[config.mk]
export PLATFORM = sky130hd
export DESIGN_NAME = vector_fifo_flat
export DESIGN_NICKNAME = d
export VERILOG_FILES = /design/src/rtl/vector_fifo_if.sv /design/src/rtl/vector_fifo.sv /design/src/flat_wrapper.sv
export SDC_FILE = /design/constraint.sdc
export NUM_CORES = 1
export LEC_CHECK = 0
export ABC_AREA = 1
export BUFFER_PORTS_ARGS = -buffer_cell sky130_fd_sc_hd__buf_4
export CAP_MARGIN = 15
export CORE_ASPECT_RATIO = 2
export CORE_MARGIN = 2
export CORE_UTILIZATION = 45
export DETAILED_ROUTE_END_ITERATION = 8
export PLACE_DENSITY_LB_ADDON = 0.3
export SYNTH_ARGS = -nofsm -noshare
export SYNTH_HDL_FRONTEND = slang
export SYNTH_SLANG_ARGS = --single-unit
[constraint.sdc]
create_clock -name clk -period 11.8 [get_ports clk]
set_input_delay 0.59 -clock clk [delete_from_list [all_inputs] [get_ports clk]]
set_output_delay 0.59 -clock clk [all_outputs]
set_load 0.05 [all_outputs]
[src/rtl/vector_fifo_if.sv]
// rtl/vector_fifo_if.sv - handshake and status bundle for vector_fifo
interface vector_fifo_if #(
  parameter int N          = 8,
  parameter int DATA_WIDTH = 32,
  parameter int IB_DEPTH   = 4
);
  localparam int OCC_W = $clog2(IB_DEPTH + 1);

  logic                            enqueue;
  logic                            eof_in;
  logic [N-1:0][DATA_WIDTH-1:0]    vector_in;
  logic                            dequeue;
  logic                            valid_out;
  logic                            eof_out;
  logic [N-1:0][DATA_WIDTH-1:0]    vector_out;
  logic                            empty;
  logic                            full;
  logic                            almost_full;
  logic [OCC_W-1:0]                occupancy;
  logic [15:0]                     drop_count;

  modport master (
    output enqueue, eof_in, vector_in, dequeue,
    input  valid_out, eof_out, vector_out, empty, full, almost_full, occupancy, drop_count
  );

  modport slave (
    input  enqueue, eof_in, vector_in, dequeue,
    output valid_out, eof_out, vector_out, empty, full, almost_full, occupancy, drop_count
  );
endinterface

[src/rtl/vector_fifo.sv]
// rtl/vector_fifo.sv - circular-buffer vector FIFO with eof tag, 1-cycle read; optional VECTOR_FIFO_DROP_STATS_EN drop counter
module vector_fifo #(
  parameter int N          = 8,
  parameter int DATA_WIDTH = 32,
  parameter int IB_DEPTH   = 4,
  parameter int AF_THRESH  = IB_DEPTH - 1
) (
  input  logic          clk,
  input  logic          reset,
  vector_fifo_if.slave  bus
);
  localparam int OCC_W = $clog2(IB_DEPTH + 1);
  localparam int PTR_W = (IB_DEPTH > 1) ? $clog2(IB_DEPTH) : 1;
  localparam logic [PTR_W-1:0] LAST_PTR  = PTR_W'(IB_DEPTH - 1);
  localparam logic [OCC_W-1:0] DEPTH_OCC = OCC_W'(IB_DEPTH);
  localparam logic [OCC_W-1:0] AF_OCC    = OCC_W'(AF_THRESH);

  typedef logic [N-1:0][DATA_WIDTH-1:0] vec_t;

  vec_t             mem_vec [IB_DEPTH];
  logic             mem_eof [IB_DEPTH];
  logic [PTR_W-1:0] wr_ptr;
  logic [PTR_W-1:0] rd_ptr;
  logic [OCC_W-1:0] occ;
  logic             empty;
  logic             full;
  logic             deq_acc;
  logic             enq_acc;
  logic             valid_q;
  logic             eof_q;
  vec_t             vec_q;

  assign empty = (occ == '0);
  assign full  = (occ == DEPTH_OCC);

  // A dequeue on an empty buffer is ignored even if an enqueue lands in the
  // same cycle, so there is never a write-to-read bypass.
  assign deq_acc = bus.dequeue && !empty;
  // A full buffer still accepts a write when the head leaves in the same cycle.
  assign enq_acc = bus.enqueue && (!full || deq_acc);

  assign bus.empty       = empty;
  assign bus.full        = full;
  assign bus.almost_full = (occ >= AF_OCC);
  assign bus.occupancy   = occ;
  assign bus.valid_out   = valid_q;
  assign bus.eof_out     = eof_q;
  assign bus.vector_out  = vec_q;

  // Pointer and occupancy bookkeeping; pointers wrap at IB_DEPTH-1 so any depth works.
  always_ff @(posedge clk) begin
    if (reset) begin
      wr_ptr <= '0;
      rd_ptr <= '0;
      occ    <= '0;
    end else begin
      if (enq_acc) wr_ptr <= (wr_ptr == LAST_PTR) ? '0 : wr_ptr + PTR_W'(1);
      if (deq_acc) rd_ptr <= (rd_ptr == LAST_PTR) ? '0 : rd_ptr + PTR_W'(1);
      if (enq_acc && !deq_acc)      occ <= occ + OCC_W'(1);
      else if (deq_acc && !enq_acc) occ <= occ - OCC_W'(1);
    end
  end

  // Entry storage; contents are left untouched by reset, the pointers make them stale.
  always_ff @(posedge clk) begin
    if (!reset && enq_acc) begin
      mem_vec[wr_ptr] <= bus.vector_in;
      mem_eof[wr_ptr] <= bus.eof_in;
    end
  end

  // Registered read port: data and eof appear one cycle after the accepted dequeue and hold otherwise.
  always_ff @(posedge clk) begin
    if (reset) begin
      valid_q <= 1'b0;
      eof_q   <= 1'b0;
      vec_q   <= '0;
    end else begin
      valid_q <= deq_acc;
      if (deq_acc) begin
        vec_q <= mem_vec[rd_ptr];
        eof_q <= mem_eof[rd_ptr];
      end
    end
  end

`ifdef VECTOR_FIFO_DROP_STATS_EN
  logic [15:0] drop_q;

  // Count enqueues turned away by a full buffer, sticking at all-ones.
  always_ff @(posedge clk) begin
    if (reset) begin
      drop_q <= '0;
    end else if (bus.enqueue && !enq_acc && (drop_q != 16'hFFFF)) begin
      drop_q <= drop_q + 16'd1;
    end
  end

  assign bus.drop_count = drop_q;
`else
  assign bus.drop_count = 16'd0;
`endif
endmodule

[src/flat_wrapper.sv]
// flat-port wrapper written by rule: the top's interface ports become plain ports
module vector_fifo_flat 
#(
  parameter int N          = 8,
  parameter int DATA_WIDTH = 32,
  parameter int IB_DEPTH   = 4,
  parameter int AF_THRESH  = IB_DEPTH - 1
)
  (clk, reset, bus_enqueue, bus_eof_in, bus_vector_in, bus_dequeue, bus_valid_out, bus_eof_out, bus_vector_out, bus_empty, bus_full, bus_almost_full, bus_occupancy, bus_drop_count);
  vector_fifo_if #(.N(N), .DATA_WIDTH(DATA_WIDTH), .IB_DEPTH(IB_DEPTH)) bus_i ();
  input  logic clk;
  input  logic reset;
  input wire logic [$bits(bus_i.enqueue)-1:0] bus_enqueue;
  input wire logic [$bits(bus_i.eof_in)-1:0] bus_eof_in;
  input wire logic [$bits(bus_i.vector_in)-1:0] bus_vector_in;
  input wire logic [$bits(bus_i.dequeue)-1:0] bus_dequeue;
  output wire logic [$bits(bus_i.valid_out)-1:0] bus_valid_out;
  output wire logic [$bits(bus_i.eof_out)-1:0] bus_eof_out;
  output wire logic [$bits(bus_i.vector_out)-1:0] bus_vector_out;
  output wire logic [$bits(bus_i.empty)-1:0] bus_empty;
  output wire logic [$bits(bus_i.full)-1:0] bus_full;
  output wire logic [$bits(bus_i.almost_full)-1:0] bus_almost_full;
  output wire logic [$bits(bus_i.occupancy)-1:0] bus_occupancy;
  output wire logic [$bits(bus_i.drop_count)-1:0] bus_drop_count;
  assign bus_i.enqueue = bus_enqueue;
  assign bus_i.eof_in = bus_eof_in;
  assign bus_i.vector_in = bus_vector_in;
  assign bus_i.dequeue = bus_dequeue;
  assign bus_valid_out = bus_i.valid_out;
  assign bus_eof_out = bus_i.eof_out;
  assign bus_vector_out = bus_i.vector_out;
  assign bus_empty = bus_i.empty;
  assign bus_full = bus_i.full;
  assign bus_almost_full = bus_i.almost_full;
  assign bus_occupancy = bus_i.occupancy;
  assign bus_drop_count = bus_i.drop_count;
  vector_fifo #(.N(N), .DATA_WIDTH(DATA_WIDTH), .IB_DEPTH(IB_DEPTH), .AF_THRESH(AF_THRESH)) u_core (.clk(clk), .reset(reset), .bus(bus_i));
endmodule
# After elaboration in Yosys (flattened, before gate mapping)
# Memory sizes are Yosys's and may differ from the RTL's. A register that Yosys moved wholly into a read port is not among the register bits.
# Cells that the tools add are included.
dict set report word_totals {
  inputBits 261
  ramBits 1028
  output_inout_bits 280
  register_bits 8
  wordCells 33
  memories 2
}
# name depth word_bits rd rd_clocked_by_memory_dff wr line_no
set mem_list {}
lappend mem_list {u_core.mem_vec 4 256 1 1 1 vector_fifo.sv:20} ;# vec_t mem_vec [IB_DEPTH];
lappend mem_list {u_core.mem_eof 4 1 1 1 1 vector_fifo.sv:21} ;# logic mem_eof [IB_DEPTH];
dict set report op_classes {
  addsub 4
  reduce_logical 13
  muxes 6
  magnitude_cmp 1
  n_eq_ne 3
}
# cell count
set ops {}
lappend ops {{$mux W3} 2}
lappend ops {{$logic_and A1 B1 Y1} 5}
lappend ops {{$logic_not A1 Y1} 5}
lappend ops {{$add A2 B1 Y2 const B} 2}
lappend ops {{$eq A2 B2 Y1 const B} 2}
lappend ops {{$mux W2} 2}
lappend ops {{$add A3 B1 Y3 const B} 1}
lappend ops {{$eq A3 B3 Y1 const B} 1}
lappend ops {{$ge A3 B2 Y1 const B} 1}
lappend ops {{$logic_not A3 Y1} 1}
lappend ops {{$sub A3 B1 Y3 const B} 1}
lappend ops {{$mux W1} 2}
lappend ops {{$reduce_bool A2 Y1} 1}
lappend ops {{$logic_or A1 B1 Y1} 1}

# Longest topological paths before layout
# Gate-level depths: netlist of run 1.
dict set report logic_depth {
  depth_word 9
  mapped_depth 14
  mapped_depth_nobuf 13
}

# Worst setup path after synthesis of run 1
# Ideal clock, no wire load.
dict set report synth_timing {
  path_kind {register -> register}
  start {register u_core.occ[0] (netlist: u_core.bus.occupancy[0])}
  end {memory u_core.mem_eof[0], enable pin}
  synth_period_minus_slack_ns 12.743
  setup_ns 0.879
  path_buffers 0
  arrival_time_ns 11.864
  stages_incl_launch_ff 7
  t_required_ns 10.921
  path_slack_ns -0.943
  path_cell_list {dfxtp_1 nor2_2 nand3_1 nand2_1 inv_1 nand2_1 nor2_1}
}
dict set report synth_via {
  elab_chain_cells 8
  word_cells_on_any_way 10
  classes_between {eq/ne: 1; mux: 2; reduce/logical: 7}
}
# element line_no
set synth_rtl {}
lappend synth_rtl {{start: declaration} vector_fifo.sv:24} ;# logic [OCC_W-1:0] occ;
lappend synth_rtl {{start signal: assignment} vector_fifo.sv:59} ;# if (enq_acc && !deq_acc) occ <= occ + OCC_W'(1);
lappend synth_rtl {{start signal: assignment} vector_fifo.sv:60} ;# else if (deq_acc && !enq_acc) occ <= occ - OCC_W'(1);
lappend synth_rtl {{$logic_not A3 Y1} vector_fifo.sv:33} ;# assign empty = (occ == '0);
lappend synth_rtl {{$logic_not A1 Y1} vector_fifo.sv:38} ;# assign deq_acc = bus.dequeue && !empty;
lappend synth_rtl {{$logic_and A1 B1 Y1} vector_fifo.sv:38}
lappend synth_rtl {{$logic_or A1 B1 Y1 *} vector_fifo.sv:40} ;# assign enq_acc = bus.enqueue && (!full || deq_acc);
lappend synth_rtl {{$logic_and A1 B1 Y1 *} vector_fifo.sv:40}
lappend synth_rtl {{$logic_and A1 B1 Y1 *} vector_fifo.sv:66} ;# if (!reset && enq_acc) begin
lappend synth_rtl {{$mux W1 *} vector_fifo.sv:66}
lappend synth_rtl {{$mux W1 (implied by the code) *} vector_fifo.sv:68} ;# mem_eof[wr_ptr] <= bus.eof_in;
lappend synth_rtl {{end: declaration} vector_fifo.sv:21}
# Mark *: on every way between the ends. The rest lies on a longest branch, timed or not.

# Final worst setup path of run 1
dict set report layout_timing {
  start {register u_core.occ[0] (netlist: u_core.bus.occupancy[0])}
  end {memory u_core.mem_vec[2][29] (netlist bit), enable pin}
}
dict set report layout_via {
  elab_chain_cells 8
  word_cells_on_any_way 10
  classes_between {eq/ne: 1; mux: 2; reduce/logical: 7}
}
# element line_no
set layout_rtl {}
lappend layout_rtl {{$logic_not A3 Y1} vector_fifo.sv:33}
lappend layout_rtl {{$logic_not A1 Y1} vector_fifo.sv:38}
lappend layout_rtl {{$logic_and A1 B1 Y1} vector_fifo.sv:38}
lappend layout_rtl {{$logic_or A1 B1 Y1 *} vector_fifo.sv:40}
lappend layout_rtl {{$logic_and A1 B1 Y1 *} vector_fifo.sv:40}
lappend layout_rtl {{$logic_and A1 B1 Y1 *} vector_fifo.sv:66}
lappend layout_rtl {{$mux W1 *} vector_fifo.sv:66}
lappend layout_rtl {{$mux W1 (implied by the code) *} vector_fifo.sv:67} ;# mem_vec[wr_ptr] <= bus.vector_in;
lappend layout_rtl {{end: declaration} vector_fifo.sv:20}
# Marked as above.

==> metrics, run 1 <==
# H-tree levels 3; Vias 36370; Relative slew margins 0.05539; Post-DRT Antenna Nets 0; first-pass GRT wire length just under 200000 microns; post-layout min period ~3.7 ns; Core Area between 0.1 and 0.15 sq mm; DRC 0; min-delay worst type primary input to register; Pleak between 0.02 and 0.03 uW; Layout Skew roughly 0.030 ns; final cycle utilization of the critical path 0.3150; chip width 249.0 microns; Post-DP Area approximately 0.059 sq mm; Hold Vio Cnt, Final 0; startpoint types register; antenna violations before repair 24; register area share after synthesis 0.6699; dpl hpwl 73060 microns; pwr/cell area 220.0 mW/mm^2; Area contributors post-synth edfxtp_1, nand2_1, dfxtp_1, inv_1, nand3_1; most frequent cells in the layout nand2_1, inv_1, edfxtp_1, buf_4, nor2_1; fin cells approximately 7800; hold endpoint u_core.mem_vec[3][160]; boundary pin count ~540; clk sinks roughly 1300; crit path DAT 4.04 ns; vias in the first global route about 36000; Slew @ Worst Pin between 1 and 1.5 ns; Setup TNS Final 0 ns; Ys Warns 0; ys flop type edfxtp_1; 1st-iter DRT viols approximately 1800; total gr overflow 0; synth unique cells 23; maximum clock rate about 0.27 GHz; CP Class register to register; Num CTS Buffers roughly 110; Pre-Repair DR Iteration Count 6; largest net degree at the start of global routing 232; endpoints failing setup 0; Initial Utilization 0.4541; reg2reg path depth 8; overall global routing resource usage 0.2073; Min-Delay Startpoint bus_vector_in[160]; gpl congestion 0.7657; Post-Syn Instances roughly 5700; dpl ws about 7.5 ns; CTS max path bufs 3; Crit Reg-Reg Startpoint u_core.bus.occupancy[0]; fin util 0.5295; final net count about 6400; max-slew violation count 0; placed insts between 7000 and 8000; CP Max Fanout around 120; status completed; CTS tree built; r2r endpoint u_core.mem_vec[2][29]; Die ar. about 0.12 sq mm; WP data required around 12 ns; Worst Setup End Kind register; EDFF count, synth around 1000; Peak VDD IR around 0.16 mV; MaxCap Viol Count 0; Port Buf Inserts 524; fraction of registers with async set/reset 0; Yosys reg bits between 1000 and 1500; commonest non-fill, non-tap cell in the layout nand2_1; Worst-path clk slew 0.07 ns; cell depth of the worst hold path 1; total routed wirelength between 100000 and 150000 microns; Post-CTS Setup Inserts 0; WL per Instance approximately 16 microns; layout cells sized above 1 0.1211; mapped cell area between 0.05 and 0.06 sq mm; Synth top area share 0.5716; Vias per Instance 4.654; die height a little under 500 microns; RSZ-0062 raised after global routing false; Root Driver clkbuf_16; final cell area excluding filler cells about 0.063 sq mm; Skew-Pair Late Insertion Delay approximately 0.7 ns; Synth area leader edfxtp_1; Syn Area/Cell 9.402 sq um; R2R Setup Slk between 8 and 9 ns; Area Overhead vs Synth 16.60%; Fill cells 10470; final worst setup slack ~8.1 ns; std cell rows 179
[power by group]
group | internal [uW] | switching, uW
Clock | 2220 | 1670
Sequential | 5420 | 273
Combinational | 1190 | 3090
Total | 8830 | 5020
[area by class of cell]
cell class / count / area [sq um] / share of cell area
well taps: 1538 / 1924 / 0.03056
clock buffers: 154 / 3198 / 0.05079
multi-input cells: 2892 / 11640 / 0.1848
flip-flops and latches: 1293 / 36180 / 0.5746
diodes: 11 / 27.53 / 0.0004372
inverters: 1302 / 4918 / 0.07811
repair buffers: 565 / 4337 / 0.06887
clock inverters: 59 / 740.7 / 0.01176
[metal layers]
metal | track usage | part of all wire
met2 | 0.3662 | 0.50
met1 | 0.2409 | 0.40
met4 | 0.06900 | 0.025
met5 | 0 | 0.0015
met3 | 0.05989 | 0.082
[registers in the layout (all words and copies together), names as in the netlist]
register / count
u_core.bus.vector_out: 256
u_core.bus.eof_out: 1
u_core.rd_ptr: 2
u_core.wr_ptr: 2
u_core.bus.occupancy: 3
u_core.bus.valid_out: 1
u_core.mem_vec: 1024
u_core.mem_eof: 4
[repair_timing]
item	in CTS	in global routing
setup endpoints to repair	0	0
gates resized for setup	0	0
hold buffers	8	0
hold endpoints to repair	29	0
[critical path, stage by stage (launching register included)]
cell and delay [ns]:
dfxtp_1 0.48, nor2_2 0.09, nand3_1 0.15, nand2_1 0.07, inv_1 0.07, nand2_1 0.22, nor2_4 0.69, buf_12 0.66
buf_4 0.81
[worst max path at each step]
stage	startpoint	slack [ns]	cells after the start	endpoint
2_1_floorplan	u_core.bus.occupancy[0]	-0.94	6	u_core.mem_eof[0]
3_3_place_gp	reset	7.56	6	u_core.mem_vec[2][112]
3_5_place_dp	reset	7.55	6	u_core.mem_vec[2][112]
4_1_cts	u_core.bus.occupancy[0]	7.95	8	u_core.mem_vec[2][81]
5_1_grt	u_core.bus.occupancy[0]	7.77	8	u_core.mem_vec[2][81]
6_report	u_core.bus.occupancy[0]	8.08	8	u_core.mem_vec[2][29]
[through the flow]
stage,total power (uW),hold slack [ns]
detailed placement,10090,0.5051
CTS,14000,0.00002526
floorplan,8884,0.5021
finish,13850,0.06695
global route,14590,0.02235
global placement,10030,0.5029
[logic make-up (layout without fill, tap and decap cells)]
logic type               after synthesis  in the layout  share of synthesized area
AND/OR/NAND/NOR                     2863           2863                     0.2112
buffers and inverters               1574           2080                     0.1165
flip-flops                          1293           1293                     0.6699
adder cells (fa/ha/maj)                7              7                   0.001761
AO/OA/AOI/OAI                          5              5                  0.0004633
other                                  1             27                 0.00006944
XOR/XNOR                               1              1                  0.0001622
[cell usage after synthesis (2+ instances only)]
library cell	count
buf_2	168
clkbuf_1	59
edfxtp_1	1028
nand3_1	520
nand2_1	1812
buf_4	23
dfxtp_1	265
a21oi_1	4
nand2_2	2
inv_1	1299
buf_1	11
nor2_1	527
ha_1	6
buf_6	11
Power figures use the tool's default switching activity.
==> inputs of run 2 (changes only) <==
==> constraint.sdc (replaced) <==
create_clock -name clk -period 3.3 [get_ports clk]
set_input_delay 0.165 -clock clk [delete_from_list [all_inputs] [get_ports clk]]
set_output_delay 0.165 -clock clk [all_outputs]
set_load 0.05 [all_outputs]
==> run 2 against run 1 <==
Effect of this change:
- worst setup slack got worse by 7.0 ns
- combinational power rose to 3.7 times the previous value
- critical path depth rose by 4
- sequential share of layout area shrank 2.4 points
==> metrics, run 2 (synthesized netlist as in run 1, its figures left out) <==
CTS max path bufs 3 (unchanged); most frequent cells in the layout nand2_1, inv_1, edfxtp_1, buf_4, nor2_1; Relative slew margins 0.3239 (+0.2685); Vias per Instance 4.645 (-0.20%); maximum clock rate 0.4613 GHz (+71%); Core Area 0.1189 sq mm (unchanged); Pre-Repair DR Iteration Count 6 (unchanged); CTS tree built; endpoints failing setup 0 (unchanged); # H-tree levels 3 (unchanged); hold_ws 0.2039 ns (+0.1370 ns); 1st-iter DRT viols 2208 (+25%); Num CTS Buffers 110 (-1.8%); antenna violations before repair 28 (+17%); Worst-path clk slew 0.07 ns (about the same); first-pass GRT wire length 198300 microns (+0.11%); gpl congestion 0.7927 (+3.5%); Initial Utilization 0.4541 (unchanged); total routed wirelength 127000 microns (-0.92%); post-layout min period 2.168 ns (-1.549 ns); CP Class register to register; final cycle utilization of the critical path 0.6569 (+0.3419); final net count 6702 (+4.2%); boundary pin count 541 (unchanged); Worst Setup End Kind register; total gr overflow 0 (unchanged); Final Total Pwr 49220 uW (+260%); MaxCap Viol Count 0 (unchanged); Skew-Pair Late Insertion Delay 0.70 ns (-0.02 ns); startpoint types register; CP Max Fanout 48 (-60%); WP data required 3.88 ns (-8.25 ns); pwr/cell area 748.5 mW/mm^2 (+240%); max-slew violation count 0 (unchanged); Setup TNS Final 0 ns (unchanged); critical path, cell by cell inv_1 -> nand2_2 -> nand2_8 -> ha_1 -> inv_1 -> fa_1 -> inv_1 -> nand2_1 -> nand3_1 -> nand2_1 -> nand2_1 -> nor2_1; Vias 37510 (+3.1%); Layout Skew 0.02529 ns (-0.004223 ns); min-delay worst type primary input to register; dpl hpwl 74030 microns (+1.3%); Area Overhead vs Synth 21.76%; Post-CTS Setup Inserts 0 (unchanged); overall global routing resource usage 0.2048 (-0.002475); Hold Vio Cnt, Final 0 (unchanged); vias in the first global route 36820 (+2.8%); Buffers & Inverters on Critical Path 3 (unchanged); die height 493.9 microns (unchanged); WL per Instance 15.73 microns (-4.1%); chip width 249.0 microns (unchanged); DRC 0 (unchanged); Biggest register u_core.mem_vec; max reg flops 1024 (unchanged); Slew @ Worst Pin 1.014 ns (-0.4028 ns); Die ar. 0.1230 sq mm (unchanged); Worst path max stage delay 0.39 ns (-0.42 ns); Port Buf Inserts 524 (unchanged); largest net degree at the start of global routing 173 (-25%); fin util 0.5529 (+0.02345); Pleak 0.03062 uW (+3.8%); RSZ-0062 raised after global routing false; CP top delay family simple AND/OR/NAND/NOR gates; status completed; Root Driver clkbuf_16; crit path DAT 2.75 ns (-1.29 ns); clk sinks 1293 (unchanged); Post-DRT Antenna Nets 0 (unchanged); slowest stage cell on the critical path fa_1; commonest non-fill, non-tap cell in the layout nand2_1; Fill cells 10040 (-4.1%); layout cells sized above 1 0.1169 (-0.004268); std cell rows 179 (unchanged); Peak VDD IR 0.7515 mV (+370%)
==> run 2: metal layers <==
layer | wire length, microns | global-route usage | up-vias
met2 | 64540 | 0.3732 | 966
met5 | 255 | 0 | -
met4 | 2760 | 0.06078 | 40
met1 | 51110 | 0.2406 | 17540
li1 | - | - | 18760
met3 | 8354 | 0.04479 | 197
==> run 2: what timing repair did <==
action                                  CTS  global route
gates resized for setup                   0             0
endpoints found under the hold margin  1067             0
hold buffers                            261             0
==> run 2: per-stage QoR <==
stage                     cell area, sq um  cells  worst slack [ns]
after floorplan                      54120   5759            -1.785
after global placement               59450   7599             1.139
after detailed placement             59450   7599             1.117
after CTS                            65740   8066             1.112
after global routing                 65750   8073             1.001
final                                65760   8074             1.132
==> run 2: cell type report <==
type / instances / area [sq um] / share of cell area
repair buffers: 835 / 7372 / 0.1121
flip-flops and latches: 1293 / 36190 / 0.5504
inverters: 1302 / 4918 / 0.07480
well taps: 1538 / 1924 / 0.02927
multi-input cells: 2892 / 11660 / 0.1773
clock inverters: 65 / 681.9 / 0.01037
diodes: 8 / 20.02 / 0.0003044
clock buffers: 141 / 2992 / 0.04550
==> run 2: report_power, final <==
part	total [uW]	switching [uW]	internal, uW
Clock	13100	5810	7310
Sequential	20300	939	19400
Combinational	15800	11200	4570
==> run 2: final timing paths <==
| kind | start | end | slack, ns | depth (start not counted) |
|---|---|---|---|---|
| worst max-delay path | u_core.bus.occupancy[2] | u_core.bus.occupancy[2] | 1.13 | 12 |
| worst min-delay path | bus_vector_in[242] | u_core.mem_vec[2][242] | 0.20 | 2 |
| worst max register to register | u_core.bus.occupancy[2] | u_core.bus.occupancy[2] | 1.13 | 12 |
| worst min register to register | u_core.bus.vector_out[223] | u_core.bus.vector_out[223] | 0.52 | 4 |
